<file path="config.mk">
export PLATFORM = sky130hd
export DESIGN_NAME = m_lsu_align
export DESIGN_NICKNAME = d
export VERILOG_FILES = /design/src/rtl/m_lsu_align_pkg.sv /design/src/rtl/m_lane_align.sv /design/src/rtl/m_lsu_align.sv
export SDC_FILE = /design/constraint.sdc
export NUM_CORES = 1
export LEC_CHECK = 0
export BUFFER_PORTS_ARGS = -buffer_cell sky130_fd_sc_hd__buf_2
export CORE_MARGIN = 2
export CORE_UTILIZATION = 54
export CTS_CLUSTER_SIZE = 8
export DETAILED_ROUTE_END_ITERATION = 16
export MAX_ROUTING_LAYER = met4
export PLACE_DENSITY = 0.94
export SLEW_MARGIN = 15
export SYNTH_ARGS = -nofsm -noshare
export SYNTH_HDL_FRONTEND = slang
export SYNTH_SLANG_ARGS = --single-unit
</file>
<file path="constraint.sdc">
create_clock -name clk -period 3.2 [get_ports clk]
set_input_delay 0.16 -clock clk [delete_from_list [all_inputs] [get_ports clk]]
set_output_delay 0.16 -clock clk [all_outputs]
set_load 0.01 [all_outputs]
</file>
<file path="src/rtl/m_lsu_align_pkg.sv">
// Shared types for the M-stage load/store alignment unit: access size codes,
// FSM state codes and the access classification produced by the lane aligner.
package m_lsu_align_pkg;

  // Access size codes as carried on req_size.
  typedef enum logic [1:0] {
    LSU_B = 2'd0,
    LSU_H = 2'd1,
    LSU_W = 2'd2,
    LSU_D = 2'd3
  } lsu_size_e;

  // Request lifecycle: accept, one or two bus beats, then hold the response.
  typedef enum logic [1:0] {
    ST_IDLE  = 2'd0,
    ST_BEAT0 = 2'd1,
    ST_BEAT1 = 2'd2,
    ST_RESP  = 2'd3
  } lsu_state_e;

  // How a request is executed: one beat, two beats, or rejected.
  typedef enum logic [1:0] {
    ACC_ONE   = 2'd0,
    ACC_SPLIT = 2'd1,
    ACC_ERR   = 2'd2
  } lsu_acc_e;

  // Number of bytes moved by an access of the given size code.
  function automatic logic [3:0] size_bytes(input logic [1:0] size);
    return 4'd1 << size;
  endfunction

endpackage

</file>
<file path="src/rtl/m_lane_align.sv">
// Combinational lane aligner for one bus beat. Classifies the access,
// produces the lane-aligned beat address, byte enables and shifted store
// data for the selected beat, and extracts/extends load data. For the second
// beat of a split access the read field is assembled from the first beat's
// data (i_rdata_prev) and the current beat's data (i_rdata).
module m_lane_align
  import m_lsu_align_pkg::*;
#(
  parameter int DATA_W   = 32,
  parameter int ADDR_W   = 32,
  parameter bit SPLIT_EN = 1'b0
) (
  input  logic [ADDR_W-1:0]   i_addr,
  input  logic [1:0]          i_size,
  input  logic                i_sext,
  input  logic [DATA_W-1:0]   i_wdata,
  input  logic                i_beat,
  input  logic [DATA_W-1:0]   i_rdata,
  input  logic [DATA_W-1:0]   i_rdata_prev,
  output logic [1:0]          o_kind,
  output logic [ADDR_W-1:0]   o_addr,
  output logic [DATA_W/8-1:0] o_be,
  output logic [DATA_W-1:0]   o_wdata,
  output logic [DATA_W-1:0]   o_rdata
);

  localparam int NB    = DATA_W / 8;
  localparam int OFF_W = $clog2(NB);

  logic [OFF_W-1:0]    w_off;
  logic [3:0]          w_off4;
  logic [3:0]          w_bytes;
  logic                w_illegal;
  logic                w_misaligned;
  logic                w_crosses;
  logic [ADDR_W-1:0]   w_base;
  logic [2*NB-1:0]     w_be_wide;
  logic [2*DATA_W-1:0] w_wdata_wide;
  logic [2*DATA_W-1:0] w_rdata_wide;
  logic [DATA_W-1:0]   w_field;
  logic                w_sign;

  assign w_off        = i_addr[OFF_W-1:0];
  assign w_off4       = 4'(w_off);
  assign w_bytes      = size_bytes(i_size);
  assign w_illegal    = (i_size == LSU_D) && (NB < 8);
  assign w_misaligned = |(w_off4 & (w_bytes - 4'd1));
  assign w_crosses    = ({1'b0, w_off4} + {1'b0, w_bytes}) > 5'(NB);

  // Classify the access: illegal size, misaligned without split support, or split.
  always_comb begin
    // NOTE: every output of a combinational block gets a default first so no path leaves it unassigned and infers a latch.
    o_kind = ACC_ONE;
    if (w_illegal) begin
      o_kind = ACC_ERR;
    end else if (w_misaligned) begin
      if (!SPLIT_EN) begin
        o_kind = ACC_ERR;
      end else if (w_crosses) begin
        o_kind = ACC_SPLIT;
      end
    end
  end

  // Enables and store data are built across two lane groups; beat 1 takes the upper group.
  assign w_base       = {i_addr[ADDR_W-1:OFF_W], {OFF_W{1'b0}}};
  assign w_be_wide    = (2*NB)'((16'd1 << w_bytes) - 16'd1) << w_off;
  assign w_wdata_wide = {{DATA_W{1'b0}}, i_wdata} << {w_off, 3'b000};

  assign o_addr  = i_beat ? (w_base + ADDR_W'(NB)) : w_base;
  assign o_be    = i_beat ? w_be_wide[2*NB-1:NB] : w_be_wide[NB-1:0];
  assign o_wdata = i_beat ? w_wdata_wide[2*DATA_W-1:DATA_W] : w_wdata_wide[DATA_W-1:0];

  // Read bytes are assembled in address order before the field is shifted down.
  assign w_rdata_wide = i_beat ? {i_rdata, i_rdata_prev} : {{DATA_W{1'b0}}, i_rdata};
  assign w_field      = DATA_W'(w_rdata_wide >> {w_off, 3'b000});

  // Keep the access's bytes and fill the rest with the sign or zero.
  always_comb begin
    w_sign  = 1'b0;
    o_rdata = '0;
    for (int k = 0; k < NB; k++) begin
      if (k == int'(w_bytes) - 1) w_sign = w_field[8*k+7];
    end
    for (int k = 0; k < NB; k++) begin
      if (k < int'(w_bytes)) o_rdata[8*k +: 8] = w_field[8*k +: 8];
      else                   o_rdata[8*k +: 8] = {8{i_sext & w_sign}};
    end
  end

endmodule

</file>
<file path="src/rtl/m_lsu_align.sv">
// M-stage load/store alignment unit. Accepts one request at a time, runs one
// bus beat (or two for a lane-group-crossing access) over a req/ack data bus
// with wait states, then holds the extended response until consumed.
// Optional feature macro: LSU_MISALIGN_SPLIT_EN -- when defined, misaligned
// accesses are executed (split into two beats if they cross a lane group);
// otherwise any misaligned access is answered with rsp_err and no bus traffic.
module m_lsu_align
  import m_lsu_align_pkg::*;
#(
  parameter int DATA_W = 32,
  parameter int ADDR_W = 32
) (
  input  logic                clk,
  input  logic                reset_n,
  input  logic                req_valid,
  output logic                req_ready,
  input  logic                req_we,
  input  logic [1:0]          req_size,
  input  logic                req_sext,
  input  logic [ADDR_W-1:0]   req_addr,
  input  logic [DATA_W-1:0]   req_wdata,
  output logic                bus_req,
  output logic [ADDR_W-1:0]   bus_addr,
  output logic                bus_we,
  output logic [DATA_W/8-1:0] bus_be,
  output logic [DATA_W-1:0]   bus_wdata,
  input  logic                bus_ack,
  input  logic [DATA_W-1:0]   bus_rdata,
  output logic                rsp_valid,
  input  logic                rsp_ready,
  output logic [DATA_W-1:0]   rsp_rdata,
  output logic                rsp_err
);

  localparam int NB = DATA_W / 8;
`ifdef LSU_MISALIGN_SPLIT_EN
  localparam bit SPLIT_EN = 1'b1;
`else
  localparam bit SPLIT_EN = 1'b0;
`endif

  lsu_state_e          r_state;
  lsu_state_e          w_state_nxt;
  logic                r_we;
  logic                r_sext;
  logic [1:0]          r_size;
  logic [ADDR_W-1:0]   r_addr;
  logic [DATA_W-1:0]   r_wdata;
  logic [DATA_W-1:0]   r_rsp_rdata;
  logic                r_rsp_err;
`ifdef LSU_MISALIGN_SPLIT_EN
  logic                r_split;
  logic [DATA_W-1:0]   r_rdata_lo;
`endif

  logic                w_idle;
  logic                w_beat;
  logic                w_last_ack;
  logic [1:0]          w_kind;
  logic [ADDR_W-1:0]   w_al_addr;
  logic [1:0]          w_al_size;
  logic [DATA_W-1:0]   w_al_rdata_prev;
  logic [ADDR_W-1:0]   w_bus_addr;
  logic [NB-1:0]       w_bus_be;
  logic [DATA_W-1:0]   w_bus_wdata;
  logic [DATA_W-1:0]   w_ext;

  // While idle the aligner classifies the incoming request; afterwards it
  // works from the registered request so beat outputs stay stable.
  assign w_idle    = (r_state == ST_IDLE);
  assign w_al_addr = w_idle ? req_addr : r_addr;
  assign w_al_size = w_idle ? req_size : r_size;
`ifdef LSU_MISALIGN_SPLIT_EN
  assign w_beat          = (r_state == ST_BEAT1);
  assign w_al_rdata_prev = r_rdata_lo;
`else
  assign w_beat          = 1'b0;
  assign w_al_rdata_prev = '0;
`endif

  m_lane_align #(
    .DATA_W  (DATA_W),
    .ADDR_W  (ADDR_W),
    .SPLIT_EN(SPLIT_EN)
  ) u_lane_align (
    .i_addr      (w_al_addr),
    .i_size      (w_al_size),
    .i_sext      (r_sext),
    .i_wdata     (r_wdata),
    .i_beat      (w_beat),
    .i_rdata     (bus_rdata),
    .i_rdata_prev(w_al_rdata_prev),
    .o_kind      (w_kind),
    .o_addr      (w_bus_addr),
    .o_be        (w_bus_be),
    .o_wdata     (w_bus_wdata),
    .o_rdata     (w_ext)
  );

  // State register; reset aborts any transaction in flight.
  always_ff @(posedge clk or negedge reset_n) begin
    // NOTE: sequential state uses non-blocking assignments so every register samples pre-edge values.
    if (!reset_n) r_state <= ST_IDLE;
    else          r_state <= w_state_nxt;
  end

  // Next-state and output decode; outputs are zero outside their owning state.
  always_comb begin
    w_state_nxt = r_state;
    w_last_ack  = 1'b0;
    req_ready   = 1'b0;
    bus_req     = 1'b0;
    bus_addr    = '0;
    bus_we      = 1'b0;
    bus_be      = '0;
    bus_wdata   = '0;
    rsp_valid   = 1'b0;
    rsp_rdata   = '0;
    rsp_err     = 1'b0;
    case (r_state)
      ST_IDLE: begin
        req_ready = 1'b1;
        if (req_valid) w_state_nxt = (w_kind == ACC_ERR) ? ST_RESP : ST_BEAT0;
      end
`ifdef LSU_MISALIGN_SPLIT_EN
      ST_BEAT0, ST_BEAT1: begin
`else
      ST_BEAT0: begin
`endif
        bus_req   = 1'b1;
        bus_addr  = w_bus_addr;
        bus_we    = r_we;
        bus_be    = w_bus_be;
        bus_wdata = w_bus_wdata;
        if (bus_ack) begin
`ifdef LSU_MISALIGN_SPLIT_EN
          if (r_state == ST_BEAT0 && r_split) begin
            w_state_nxt = ST_BEAT1;
          end else begin
            w_state_nxt = ST_RESP;
            w_last_ack  = 1'b1;
          end
`else
          w_state_nxt = ST_RESP;
          w_last_ack  = 1'b1;
`endif
        end
      end
      ST_RESP: begin
        rsp_valid = 1'b1;
        rsp_rdata = r_rsp_rdata;
        rsp_err   = r_rsp_err;
        if (rsp_ready) w_state_nxt = ST_IDLE;
      end
      default: w_state_nxt = ST_IDLE;
    endcase
  end

  // Request capture on accept and response capture on the final beat.
  always_ff @(posedge clk or negedge reset_n) begin
    if (!reset_n) begin
      r_we        <= 1'b0;
      r_sext      <= 1'b0;
      r_size      <= 2'd0;
      r_addr      <= '0;
      r_wdata     <= '0;
      r_rsp_rdata <= '0;
      r_rsp_err   <= 1'b0;
    end else begin
      if (w_idle && req_valid) begin
        r_we        <= req_we;
        r_sext      <= req_sext;
        r_size      <= req_size;
        r_addr      <= req_addr;
        r_wdata     <= req_wdata;
        r_rsp_rdata <= '0;
        r_rsp_err   <= (w_kind == ACC_ERR);
      end
      if (w_last_ack) r_rsp_rdata <= r_we ? '0 : w_ext;
    end
  end

`ifdef LSU_MISALIGN_SPLIT_EN
  // Split bookkeeping: remember the access needs a second beat and keep beat 0's read data.
  always_ff @(posedge clk or negedge reset_n) begin
    if (!reset_n) begin
      r_split    <= 1'b0;
      r_rdata_lo <= '0;
    end else begin
      if (w_idle && req_valid)                r_split    <= (w_kind == ACC_SPLIT);
      if (r_state == ST_BEAT0 && bus_ack)     r_rdata_lo <= bus_rdata;
    end
  end
`endif

endmodule
</file>
==> impl_metrics.tcl, run 1 <==
set metrics [dict create \
    setup_ws_ps 167.5 \
    multi_input_area_um2 2793 \
    synthesis.area_um2 5604 \
    crit_required_ps 3040 \
    clock-skew-final_ps 11.77 \
    synth_most_common_cell "nand2_1" \
    drive_above_1_share 0.2841 \
    synth_area_leader_cell "dfrtp_1" \
    fillers 742 \
    place_hpwl_um 12030 \
    max_cap_violations 0 \
    status "finished, violations left" \
    synth-edff-count 0 \
    path_class "flop to primary output" \
    drc 0 \
    hold_path.class "input port to flop" \
    sw_frac_of_total 0.4528 \
    drtPass1Iterations 6 \
    syn_avg_cell_area_um2 8.402 \
    whs_ps -2.382 \
    routabilityCongestion 0.9744 \
    antenna_found_initial 0 \
    clock-root-buffer "clkbuf_8" \
    powerDensity_nw_per_um2 920.2 \
    htree_levels 3 \
    synth_warnings 0 \
    tns_ps 0 \
    dp_slack_ps 509.0 \
    yosysUniqueCellTypes 45 \
    intPower_mw 3.761 \
    post-cts-setup-buffer-count 0 \
    synth_top_cell_area_share 0.4599 \
    cts_tree "yes" \
    ant_nets 0 \
    die_w_um 105.9 \
    wl_um 18490 \
    slew_viol_final 0 \
    setup_viol 0 \
    vias 5980 \
    max_slew_margin 0.4612 \
    via_per_inst 5.728 \
    synth-async-reset-ratio 1.000 \
    combPwrFrac 0.529 \
    port_buffers 207 \
    yosys_most_used_dff "dfrtp_1" \
    grt-ovfl-total 0 \
    synthTopCellsByCount "265 x nand2_1, 103 x dfrtp_1, 65 x and3_1, 33 x clkbuf_1, 26 x nand3_1" \
    critPathLaunchType "flop" \
    power_frac_clock 0.124 \
    die-area_um2 11210 \
    worst_skew_pair.late_latency_ps 360 \
    wl_per_cell_um 17.71 \
    p_leak_nw 4.306 \
    seqPwrFrac 0.347 \
    worstRegToRegCells 5 \
    fp.dieH_um 105.9 \
    syn_inst 667 \
    rows 37 \
    crit_arrival_ps 2870 \
    violations "negative hold slack" \
    drt_iter0_markers 639 \
    synthTopCellsByArea "dfrtp_1 46%, nand2_1 18%, and3_1 7.3%" \
    grt_max_degree 71 \
    fin_crit_sh 0.9476 \
    grt_pass1_wl_um 29370 \
    p_sw_mw 3.113 \
    antenna_cells 0 \
    period_needed_ps 3032 \
    start_util 0.5502 \
    cts.sinks 103 \
    hold_path_depth 3 \
    clk_pin_slew_ps 110 \
    crit_fanout 33 \
    core-area_um2 10180 \
    cts.path.max_buffers 2 \
    ys_seq_elements 103 \
    layout.area.seq_um2 2579 \
    grt.total_usage 0.3419 \
    clock.fmax_ghz 0.3298 \
    ir_drop_v 0.0004648 \
    area_delta_synth_final_pct 33.29 \
    rsz0062_at_grt "no" \
    cts_buffers 9 \
    first_global_vias 5944 \
    crit_path_end_kind "primary output" \
    worst_pin_slew_ps 808.2 \
    io_pins 210 \
    nets 1008 \
    hold_viol 1 \
    ys_seq_area_frac 0.4599 \
]
-- metrics by stage --
step	utilization	total power [mW]	hold slack (ps)	area [um^2]	std cells
floorplan	-	4.658	-135.6	5608	668
global placement	0.6590	5.749	302.2	6711	973
detailed placement	0.6590	5.875	311.4	6711	973
CTS	0.7329	6.774	0.5517	7465	1044
global route	0.7334	7.336	5.531	7470	1044
finish	0.7334	6.874	-2.382	7470	1044
-- logic make-up (layout without fill, tap and decap cells) --
kind of cell           count (synthesis)  after routing  synth area share
flip-flops                           103            103            0.4599
multiplexers                          28             28           0.06899
AND/OR/NAND/NOR                      396            396            0.3188
AO/OA/AOI/OAI                         83             83            0.1054
buffers and inverters                 56            296           0.04621
other                                  1              2         0.0006691
-- cells in the final DEF, fill, tap and decap left out, drive strengths merged, types with 9 or more instances in the layout --
cell / count
a22oi: 16
clkbuf: 9
mux2i: 18
dfrtp: 103
nand3: 26
o21ai: 14
o211ai: 9
and2: 20
dlygate4sd3: 55
buf: 222
a21oi: 12
nand2: 265
and3: 65
-- cell type report --
cell class / instances / area share
well taps: 136 / 0.02278
inverters: 3 / 0.001508
multi-input cells: 509 / 0.3739
repair buffers: 277 / 0.2295
clock buffers: 9 / 0.01658
flip-flops and latches: 103 / 0.3452
clock inverters: 7 / 0.01055
-- worst paths after layout --
check | from | end | slack [ps]
worst max-delay path | r_state[0] | bus_wdata[27] | 170
worst min-delay path | req_addr[19] | r_addr[19] | -2
worst max register to register | r_state[0] | r_rsp_rdata[21] | 420
worst min register to register | r_addr[2] | r_addr[2] | 480
max in group asynchronous | reset_n | r_rsp_rdata[0] | 1910
min in group asynchronous | reset_n | r_wdata[29] | 420
-- worst max-delay path: stages, from the launching register on --
cell     delay, ps
dfrtp_2        610
nor2_4         360
mux2i_4        490
buf_12         220
mux4_2         510
and2_1         170
buf_2          130
-- state kept, by name, summed over array words and instances (netlist names) --
name / flops
r_addr: 32
r_rsp_err: 1
r_rsp_rdata: 32
r_sext: 1
r_size: 2
r_state: 2
r_wdata: 32
r_we: 1
-- per-layer routing --
metal | wire length (um) | part of all wire | vias to the layer above | GRT usage
met2 | 8784 | 0.48 | 411 | 0.5267
met4 | 934 | 0.051 | 0 | 0.1917
met1 | 6982 | 0.38 | 2756 | 0.4262
li1 | - | - | 2729 | -
met5 | 0 | 0 | - | -
met3 | 1790 | 0.097 | 84 | 0.06494
-- power groups by stage --
stage,Clock [mW],Sequential [mW],Combinational [mW]
global placement,0,2.35,3.40
detailed placement,0,2.36,3.52
floorplan,0,2.15,2.51
finish,0.850,2.39,3.64
global route,0.907,2.44,3.99
CTS,0.850,2.34,3.58
-- what timing repair did --
item,in CTS,in global routing
setup endpoints to repair,0,9
gates resized for setup,0,1
endpoints found under the hold margin,115,0
hold buffers,55,0
Power figures use the tool's default switching activity.
==> inputs of run 2 (changes only) <==
==> constraint.sdc (replaced) <==
create_clock -name clk -period 3.2 [get_ports clk]
set_input_delay 0.8 -clock clk [delete_from_list [all_inputs] [get_ports clk]]
set_output_delay 0.8 -clock clk [all_outputs]
set_load 0.01 [all_outputs]
==> impl_metrics.tcl, run 2 (synthesis gave the netlist of run 1 again) <==
set metrics [dict create \
    grt_pass1_wl_um 26510 \
    grt_max_degree 69 \
    rsz0062_at_grt "no" \
    port_buffers 207 \
    final_common_cell "nand2_1" \
    final_cells 995 \
    hold_viol 0 \
    first_global_vias 5112 \
    start_util 0.5502 \
    intPower_mw 3.761 \
    power_frac_clock 0.125 \
    area_delta_synth_final_pct 24.56 \
    antenna_found_initial 1 \
    powerDensity_nw_per_um2 976.3 \
    worst_pin_slew_ps 695.8 \
    cts.path.max_buffers 2 \
    max_slew_margin 0.5345 \
    p_sw_mw 3.055 \
    cts.sinks 103 \
    status "complete, no violations" \
    grt-ovfl-total 0 \
    sw_frac_of_total 0.4482 \
    max_cap_violations 0 \
    clock-root-buffer "clkbuf_8" \
    path_class "flop to primary output" \
    clock.fmax_ghz 0.3220 \
    worst_skew_pair.late_latency_ps 370 \
    final_core_util 0.6854 \
    setup_viol 0 \
    tns_ps 0 \
    clk_pin_slew_ps 100 \
    htree_levels 3 \
    nets 958 \
    io_pins 210 \
    drc 0 \
    wl_per_cell_um 16.95 \
    crit_required_ps 2400 \
    timing.rr.start "r_state[1]" \
    place_hpwl_um 11960 \
    reg_top3 "r_addr x32, r_rsp_rdata x32, r_wdata x32" \
    crit_path_end_kind "primary output" \
    wl_um 16870 \
    startpoint "r_state[1]" \
    drtPass1Iterations 5 \
    period_needed_ps 3105 \
    dp_slack_ps 127.2 \
    drive_above_1_share 0.3089 \
    routabilityCongestion 1.046 \
    die-area_um2 11210 \
    grt.total_usage 0.3101 \
    seqPwrFrac 0.346 \
    clock-skew-final_ps 14.07 \
    ir_drop_v 0.0005407 \
    rows 37 \
    slew_viol_final 0 \
    final_cell_mix "264 x nand2_1, 206 x buf_2, 101 x dfrtp_1" \
    drt_iter0_markers 471 \
    cts_hold_buffers 0 \
    die_w_um 105.9 \
    hold_path.class "input port to asynchronous set/reset pin" \
    ant_nets 0 \
    crit_fanout 11 \
    fin_crit_sh 0.9704 \
    combPwrFrac 0.529 \
    setup_ws_ps 94.70 \
    reg2reg_setup_slack_ps 580 \
    dp.cells 976 \
    crit_arrival_ps 2310 \
    p_leak_nw 4.109 \
    fp.dieH_um 105.9 \
    critPathLaunchType "flop" \
    cts_tree "yes" \
    core-area_um2 10180 \
    vias 5602 \
    total_power_mw 6.815 \
    cts_buffers 9 \
    via_per_inst 5.630 \
]
[run 2: cell types whose count changed in the layout (fill, tap and decap cells not counted)]
cell	before	now
dlygate4sd3_1	55	0
buf_4	15	19
clkinv_4	1	3
clkinvlp_4	2	0
a21oi_1	12	11
a21oi_2	0	1
buf_12	1	2
clkbuf_1	0	1
clkinv_2	1	0
dfrtp_1	102	101
dfrtp_2	1	2
diode_2	0	1
nor2_1	6	5
nor2_2	0	1
[run 2: repair_timing]
action | 4_1_cts | 5_1_grt
pin swaps | 0 | 0
setup endpoints to repair | 6 | 26
buffers inserted | 2 | 0
resized for setup | 0 | 4
[run 2: power groups by stage]
stage	Combinational, mW	Clock, mW	Sequential, mW
after global placement	3.47	0	2.33
after detailed placement	3.55	0	2.35
after floorplan	2.51	0	2.15
after CTS	3.57	0.871	2.33
after global routing	3.97	0.922	2.42
final	3.60	0.851	2.36
[run 2: final timing paths]
| check | endpoint | cells past startpoint |
|---|---|---|
| worst max-delay path | bus_wdata[25] | 6 |
| worst min-delay path | r_wdata[29] | 1 |
| worst max register to register | r_rsp_rdata[19] | 7 |
| worst min register to register | r_addr[20] | 2 |
| max in group asynchronous | r_we | 2 |
| min in group clk | r_addr[20] | 2 |
[run 2: area by class of cell]
cell class,count,area [um^2]
flip-flops and latches,103,2580
well taps,136,170.2
diodes,1,2.502
multi-input cells,509,2799
clock buffers,10,127.6
inverters,3,11.26
clock inverters,6,76.32
fillers,857,3204
repair buffers,227,1214
[run 2: worst max-delay path: stages (launching register included)]
cell and delay (ps):
dfrtp_2 500, nor2_4 210, mux2i_4 260, buf_4 180, mux4_2 490, and2_1 170
buf_2 130
[run 2: routing by layer]
metal | vias to the layer above | wire, um | GRT usage
met5 | - | 0 | -
met4 | 0 | 534 | 0.1203
met3 | 46 | 1425 | 0.06494
met2 | 277 | 7860 | 0.4700
met1 | 2643 | 7047 | 0.4128
li1 | 2636 | - | -
[run 2: per-stage QoR]
step,instance area (um^2),hold slack (ps)
after floorplan,5608,438.6
after global placement,6746,450.0
after detailed placement,6746,455.7
after CTS,6965,473.2
after global routing,6980,503.8
final,6980,455.7
